$ cat src/rtl/rx_word_align_if.sv
// rx_word_align_if: raw-word input, alignment controls and aligned-word/status outputs.
// RX_ALIGN_STATS_EN adds the lock_loss_cnt and slip_total statistics outputs.
interface rx_word_align_if;
  logic [9:0]  rx_word;
  logic        bitswap;
  logic        train;
  logic        realign;
  logic [9:0]  data_out;
  logic        data_valid;
  logic        locked;
  logic [3:0]  offset;
  logic        align_fail;
`ifdef RX_ALIGN_STATS_EN
  logic [15:0] lock_loss_cnt;
  logic [15:0] slip_total;

  modport master (
    output rx_word, bitswap, train, realign,
    input  data_out, data_valid, locked, offset, align_fail, lock_loss_cnt, slip_total
  );
  modport slave (
    input  rx_word, bitswap, train, realign,
    output data_out, data_valid, locked, offset, align_fail, lock_loss_cnt, slip_total
  );
`else
  modport master (
    output rx_word, bitswap, train, realign,
    input  data_out, data_valid, locked, offset, align_fail
  );
  modport slave (
    input  rx_word, bitswap, train, realign,
    output data_out, data_valid, locked, offset, align_fail
  );
`endif
endinterface

$ cat src/rtl/rx_word_align.sv
// rx_word_align: hunts for the training word across all 10 bit offsets and delivers aligned words.
// Optional RX_ALIGN_STATS_EN adds lock-loss and offset-slip counters.
module rx_word_align #(
  parameter logic [9:0]  TRAIN_PATTERN = 10'b1111100000,
  parameter int unsigned LOCK_COUNT    = 16,
  parameter int unsigned ERR_LIMIT     = 4,
  parameter int unsigned MAX_SWEEPS    = 8
) (
  input logic           pixel_clk,
  input logic           reset_int,
  rx_word_align_if.slave link
);

  typedef enum logic [1:0] {SEARCH, CHECK, LOCKED} state_t;

  localparam logic [7:0] LOCK_LAST  = 8'(LOCK_COUNT - 1);
  localparam logic [7:0] LOCK_SAT   = 8'(LOCK_COUNT);
  localparam logic [7:0] ERR_LAST   = 8'(ERR_LIMIT - 1);
  localparam logic [7:0] SWEEP_LAST = 8'(MAX_SWEEPS - 1);

  state_t      state, state_nxt;
  logic [19:0] hist;
  logic [3:0]  offset, offset_nxt;
  logic [7:0]  match_cnt, match_cnt_nxt;
  logic [7:0]  err_cnt, err_cnt_nxt;
  logic [7:0]  sweep_cnt, sweep_cnt_nxt;
  logic        fail_nxt, advance;
  logic [9:0]  data_q;
  logic        locked_q, fail_q;

  logic [19:0] window;
  logic [9:0]  cand_raw, cand_rev, cand;
  logic        match, locked_nxt;

  always_ff @(posedge pixel_clk or posedge reset_int) begin
    if (reset_int) begin
      state     <= SEARCH;
      hist      <= '0;
      offset    <= '0;
      match_cnt <= '0;
      err_cnt   <= '0;
      sweep_cnt <= '0;
      data_q    <= '0;
      locked_q  <= 1'b0;
      fail_q    <= 1'b0;
    end else begin
      state     <= state_nxt;
      hist      <= {link.rx_word, hist[19:10]};
      offset    <= offset_nxt;
      match_cnt <= match_cnt_nxt;
      err_cnt   <= err_cnt_nxt;
      sweep_cnt <= sweep_cnt_nxt;
      data_q    <= cand;
      locked_q  <= locked_nxt;
      fail_q    <= fail_nxt;
    end
  end

  // realign overrides every state transition; the offset is kept so relock can happen in place
  always_comb begin
    state_nxt     = state;
    offset_nxt    = offset;
    match_cnt_nxt = match_cnt;
    err_cnt_nxt   = err_cnt;
    sweep_cnt_nxt = sweep_cnt;
    fail_nxt      = 1'b0;
    advance       = 1'b0;
    if (link.realign) begin
      state_nxt     = SEARCH;
      match_cnt_nxt = '0;
      err_cnt_nxt   = '0;
    end else begin
      unique case (state)
        SEARCH: begin
          if (match) begin
            match_cnt_nxt = 8'd1;
            if (LOCK_COUNT == 1) begin
              state_nxt     = LOCKED;
              sweep_cnt_nxt = '0;
            end else begin
              state_nxt = CHECK;
            end
          end else begin
            advance = 1'b1;
            if (offset == 4'd9) begin
              if (sweep_cnt >= SWEEP_LAST) begin
                fail_nxt      = 1'b1;
                sweep_cnt_nxt = '0;
              end else begin
                sweep_cnt_nxt = sweep_cnt + 8'd1;
              end
            end
          end
        end
        CHECK: begin
          if (match) begin
            if (match_cnt >= LOCK_LAST) begin
              state_nxt     = LOCKED;
              sweep_cnt_nxt = '0;
              match_cnt_nxt = LOCK_SAT;
            end else begin
              match_cnt_nxt = match_cnt + 8'd1;
            end
          end else begin
            state_nxt     = SEARCH;
            match_cnt_nxt = '0;
            advance       = 1'b1;
          end
        end
        LOCKED: begin
          if (link.train) begin
            if (match) begin
              err_cnt_nxt = '0;
            end else if (err_cnt >= ERR_LAST) begin
              state_nxt   = SEARCH;
              err_cnt_nxt = '0;
            end else begin
              err_cnt_nxt = err_cnt + 8'd1;
            end
          end
        end
        default: state_nxt = SEARCH;
      endcase
    end
    if (advance) offset_nxt = (offset == 4'd9) ? 4'd0 : offset + 4'd1;
  end

  always_comb begin
    window   = hist >> offset;
    cand_raw = window[9:0];
    cand_rev = '0;
    for (int unsigned i = 0; i < 10; i++) cand_rev[i] = cand_raw[9 - i];
    cand       = link.bitswap ? cand_rev : cand_raw;
    match      = (cand == TRAIN_PATTERN);
    locked_nxt = (state_nxt == LOCKED);
  end

  assign link.data_out   = data_q;
  assign link.data_valid = locked_q;
  assign link.locked     = locked_q;
  assign link.offset     = offset;
  assign link.align_fail = fail_q;

`ifdef RX_ALIGN_STATS_EN
  logic [15:0] lock_loss_q, slip_q;

  always_ff @(posedge pixel_clk or posedge reset_int) begin
    if (reset_int) begin
      lock_loss_q <= '0;
      slip_q      <= '0;
    end else begin
      if (state == LOCKED && state_nxt == SEARCH && lock_loss_q != '1) lock_loss_q <= lock_loss_q + 16'd1;
      if (advance && slip_q != '1) slip_q <= slip_q + 16'd1;
    end
  end

  assign link.lock_loss_cnt = lock_loss_q;
  assign link.slip_total    = slip_q;
`endif

endmodule

$ cat src/flat_wrapper.sv
// flat-port wrapper written by rule: the top's interface ports become plain ports
module rx_word_align_flat 
#(
  parameter logic [9:0]  TRAIN_PATTERN = 10'b1111100000,
  parameter int unsigned LOCK_COUNT    = 16,
  parameter int unsigned ERR_LIMIT     = 4,
  parameter int unsigned MAX_SWEEPS    = 8
)
  (pixel_clk, reset_int, link_rx_word, link_bitswap, link_train, link_realign, link_data_out, link_data_valid, link_locked, link_offset, link_align_fail);
  rx_word_align_if link_i ();
  input logic pixel_clk;
  input logic reset_int;
  input wire logic [$bits(link_i.rx_word)-1:0] link_rx_word;
  input wire logic [$bits(link_i.bitswap)-1:0] link_bitswap;
  input wire logic [$bits(link_i.train)-1:0] link_train;
  input wire logic [$bits(link_i.realign)-1:0] link_realign;
  output wire logic [$bits(link_i.data_out)-1:0] link_data_out;
  output wire logic [$bits(link_i.data_valid)-1:0] link_data_valid;
  output wire logic [$bits(link_i.locked)-1:0] link_locked;
  output wire logic [$bits(link_i.offset)-1:0] link_offset;
  output wire logic [$bits(link_i.align_fail)-1:0] link_align_fail;
  assign link_i.rx_word = link_rx_word;
  assign link_i.bitswap = link_bitswap;
  assign link_i.train = link_train;
  assign link_i.realign = link_realign;
  assign link_data_out = link_i.data_out;
  assign link_data_valid = link_i.data_valid;
  assign link_locked = link_i.locked;
  assign link_offset = link_i.offset;
  assign link_align_fail = link_i.align_fail;
  rx_word_align #(.TRAIN_PATTERN(TRAIN_PATTERN), .LOCK_COUNT(LOCK_COUNT), .ERR_LIMIT(ERR_LIMIT), .MAX_SWEEPS(MAX_SWEEPS)) u_core (.pixel_clk(pixel_clk), .reset_int(reset_int), .link(link_i));
endmodule
$ cat config.mk
export PLATFORM = sky130hd
export DESIGN_NAME = rx_word_align_flat
export DESIGN_NICKNAME = d
export VERILOG_FILES = /design/src/rtl/rx_word_align_if.sv /design/src/rtl/rx_word_align.sv /design/src/flat_wrapper.sv
export SDC_FILE = /design/constraint.sdc
export NUM_CORES = 1
export LEC_CHECK = 0
export ABC_AREA = 1
export CORE_UTILIZATION = 50
export DETAILED_ROUTE_END_ITERATION = 16
export DONT_BUFFER_PORTS = 1
export PLACE_DENSITY = 0.64
export SYNTH_ARGS = -nofsm -noshare
export SYNTH_HDL_FRONTEND = slang
export SYNTH_SLANG_ARGS = --single-unit
$ cat constraint.sdc
create_clock -name pixel_clk -period 3.7 [get_ports pixel_clk]
set_input_delay 0.185 -clock pixel_clk [delete_from_list [all_inputs] [get_ports pixel_clk]]
set_output_delay 0.185 -clock pixel_clk [all_outputs]
set_load 0.01 [all_outputs]
==> results.ini <==
[routing]
dr.pass1.iters = 13
avgRoutedWirePerCell_microns = 13.7
drt_wl_total_mm = 7.20
top_layer_used = met4
ant_nets = 0
drt-met1-wl_mm = 3.41
wl_met2_mm = 3.31
vias = 2813
wl_met3_microns = 366
drc = 2
drtIter0Drc = 204
avgViaCountPerCell = 5.37

[clock_tree]
cts.path.max_buffers = 2
htree_levels = 3
insertion_delay_ns = 0.35
path_clk_slew_ns = 0.07
cts_tree = done
cts_buffers = 9
root_buffer = clkbuf_8
cts_sinks = 62

[placement]
hpwl_mm = 5.43
dp_worst_setup_slack_ns = 1.09
place.gp.congestion = 0.861
port_buffers = 0

[global_route]
grt_overflow = 0
grt_pass1_vias = 2700
grt_antenna_before_repair = 0
grt_pass1_wl_mm = 12.7
grt_max_degree = 38
grt_use_total = 0.230

[synthesis]
synthFlopType = dfrtp_1
synthArstFlopShare = 1.00
post-synth-top-count-cell = nand2_1
netlist_area_sq_um = 3380
avgSynthCellArea_sq_um = 7.88
synth_fp_nets = 447
synth-edff-count = 0
synth_area_leaders = dfrtp_1, nand2_1, nand3_1
synth_cell_types = 32
ys_seq_area_frac = 0.459
ys_ff_latch = 62
ys_top_cells_by_count = nand2_1, nand3_1, dfrtp_1
yosys.area.top_type = dfrtp_1
yosys_warnings = 0
synth_cells = 429
synthDominantCellAreaShare = 0.459

[sta]
maxSlewViolCount = 0
hold_viol = 0
tightest_slew_ns = 0.651
relSlewSlack = 0.565
fin_ws_ns = 1.05
fin_tns_setup_ns = 0
period_share = 0.715
max_freq_ghz = 0.378
fin_skew_ns = 0.00658
rsz0062_at_grt = no
finalSetupViolCount = 0
fin_crit_ns = 2.65

[floorplan]
die_w_microns = 84.2
core_sq_um = 6420
die_h_microns = 84.2
ios = 32
dieArea_sq_um = 7090
rows = 29
initial_core_util = 0.526

[worst_setup_path]
worstSetupStartpoint = u_core.link.offset[1]
critical_path_required_ns = 3.94
critPathLaunchType = flip-flop
crit_chain = buf_4 > inv_1 > nand3_1 > nand3_1 > nand2_1 > inv_2 > nand3_1 > nand2_2 > nand2_1 > nor2_1 > nand3_2 > nand2_2 > nand3_4 > nand2_1 > nand2_1
worst_path_largest_cell_delay_ns = 0.51
endpoint_kind = flip-flop
reg2reg_from = u_core.link.offset[1]
critPathArrivalTime_ns = 2.88
path_common_cell = nand2_1
crit_type = flip-flop to flip-flop
cpMaxStageDelayCell = inv_1
path_max_fanout = 23

[layout]
utilization = 0.579
nets = 460
diodes = 0
area_delta_synth_final_pct = 10.1
drive_gt1_frac = 0.141

[hold_path]
hp-start = link_bitswap
hp-class = input port to flip-flop

[outcome]
status = finished, violations left
violations = DRC

[power_and_ir_drop]
power_density_nw_per_um2 = 747
vdd_ir_drop_max_mv = 0.309
power.leakage_uw = 0.00187

[job]
max_cap_violations = 0

-- flip-flops by register name, summed over array words and instances (netlist names) --
name	cells
u_core.sweep_cnt	8
u_core.link.data_valid	1
u_core.state	2
u_core.err_cnt	8
u_core.match_cnt	8
u_core.link.align_fail	1
u_core.link.data_out	10
u_core.link.offset	4
u_core.hist	20
-- final cells by class --
type / count / area [sq um]
Clock buffer: 9 / 124
Multi-Input combinational cell: 310 / 1570
Fill cell: 570 / 2700
Timing Repair Buffer: 15 / 140
Tap cell: 77 / 96.3
Sequential cell: 62 / 1550
Inverter: 44 / 165
Clock inverter: 7 / 73.8
-- path summary, 6_finish.rpt --
kind | endpoint | slack, ns | depth (start not counted)
max | u_core.sweep_cnt[3] | 1.05 | 15
min | u_core.link.data_out[5] | 0.04 | 2
max reg2reg | u_core.sweep_cnt[3] | 1.05 | 15
min reg2reg | u_core.hist[5] | 0.43 | 0
max in group asynchronous | u_core.sweep_cnt[7] | 2.52 | 3
min in group asynchronous | u_core.hist[1] | 0.33 | 2
-- placed cells by master, fill, tap and decap left out, types with 4 or more instances in the layout --
| master | netlist | layout |
|---|---|---|
| nor2_1 | 24 | 24 |
| dlygate4sd3_1 | 0 | 11 |
| nand3_1 | 88 | 88 |
| nor2_2 | 4 | 4 |
| nor3_1 | 7 | 7 |
| dfrtp_1 | 62 | 62 |
| buf_4 | 3 | 4 |
| nand2_1 | 124 | 124 |
| clkinvlp_4 | 0 | 4 |
| clkbuf_8 | 0 | 9 |
| nand2_2 | 17 | 17 |
| nand4_1 | 7 | 7 |
| o21ai_0 | 4 | 4 |
| inv_1 | 38 | 37 |
| nand3_2 | 9 | 9 |
| inv_2 | 5 | 6 |
-- through the flow --
step	area, sq um	power (uW)	instances	hold slack, ns
after floorplan	3380	1970	429	0.216
after detailed placement	3410	2190	497	0.146
after global placement	3410	2180	497	0.135
after CTS	3720	2790	524	0.0296
final	3720	2780	524	0.0370
after global routing	3720	3040	524	0.0448
-- critical path, delay by kind of cell, from the launching register on --
family,cells,cell delay [ns]
buffers and inverters,3,0.79
DFF,1,0.36
and+or+nand+nor,12,1.36
-- where the power goes --
| group | internal (uW) | total, uW | switching (uW) |
|---|---|---|---|
| Sequential | 784 | 899 | 116 |
| Combinational | 393 | 1290 | 898 |
| Clock | 311 | 590 | 279 |
-- cell families after synthesis --
kind of cell	share of synthesized area
compound gates	0.0207
xor+xnor	0.0104
fa+ha+maj	0.0111
buf+inv	0.0766
flops	0.459
mux	0.00296
simple gates	0.419
-- layer usage --
| layer | vias to the layer above | GRT usage |
|---|---|---|
| li1 | 1411 | - |
| met1 | 1319 | 0.318 |
| met2 | 71 | 0.356 |
| met3 | 12 | 0.0531 |
| met4 | 0 | 0.0846 |
| met5 | - | 0 |
-- what timing repair did --
| action | in CTS | in global routing |
|---|---|---|
| endpoints found under the hold margin | 35 | 0 |
| hold buffers | 11 | 0 |
| resized for setup | 0 | 0 |
| buffers inserted | 0 | 0 |
(Power assumes the default switching activity.)
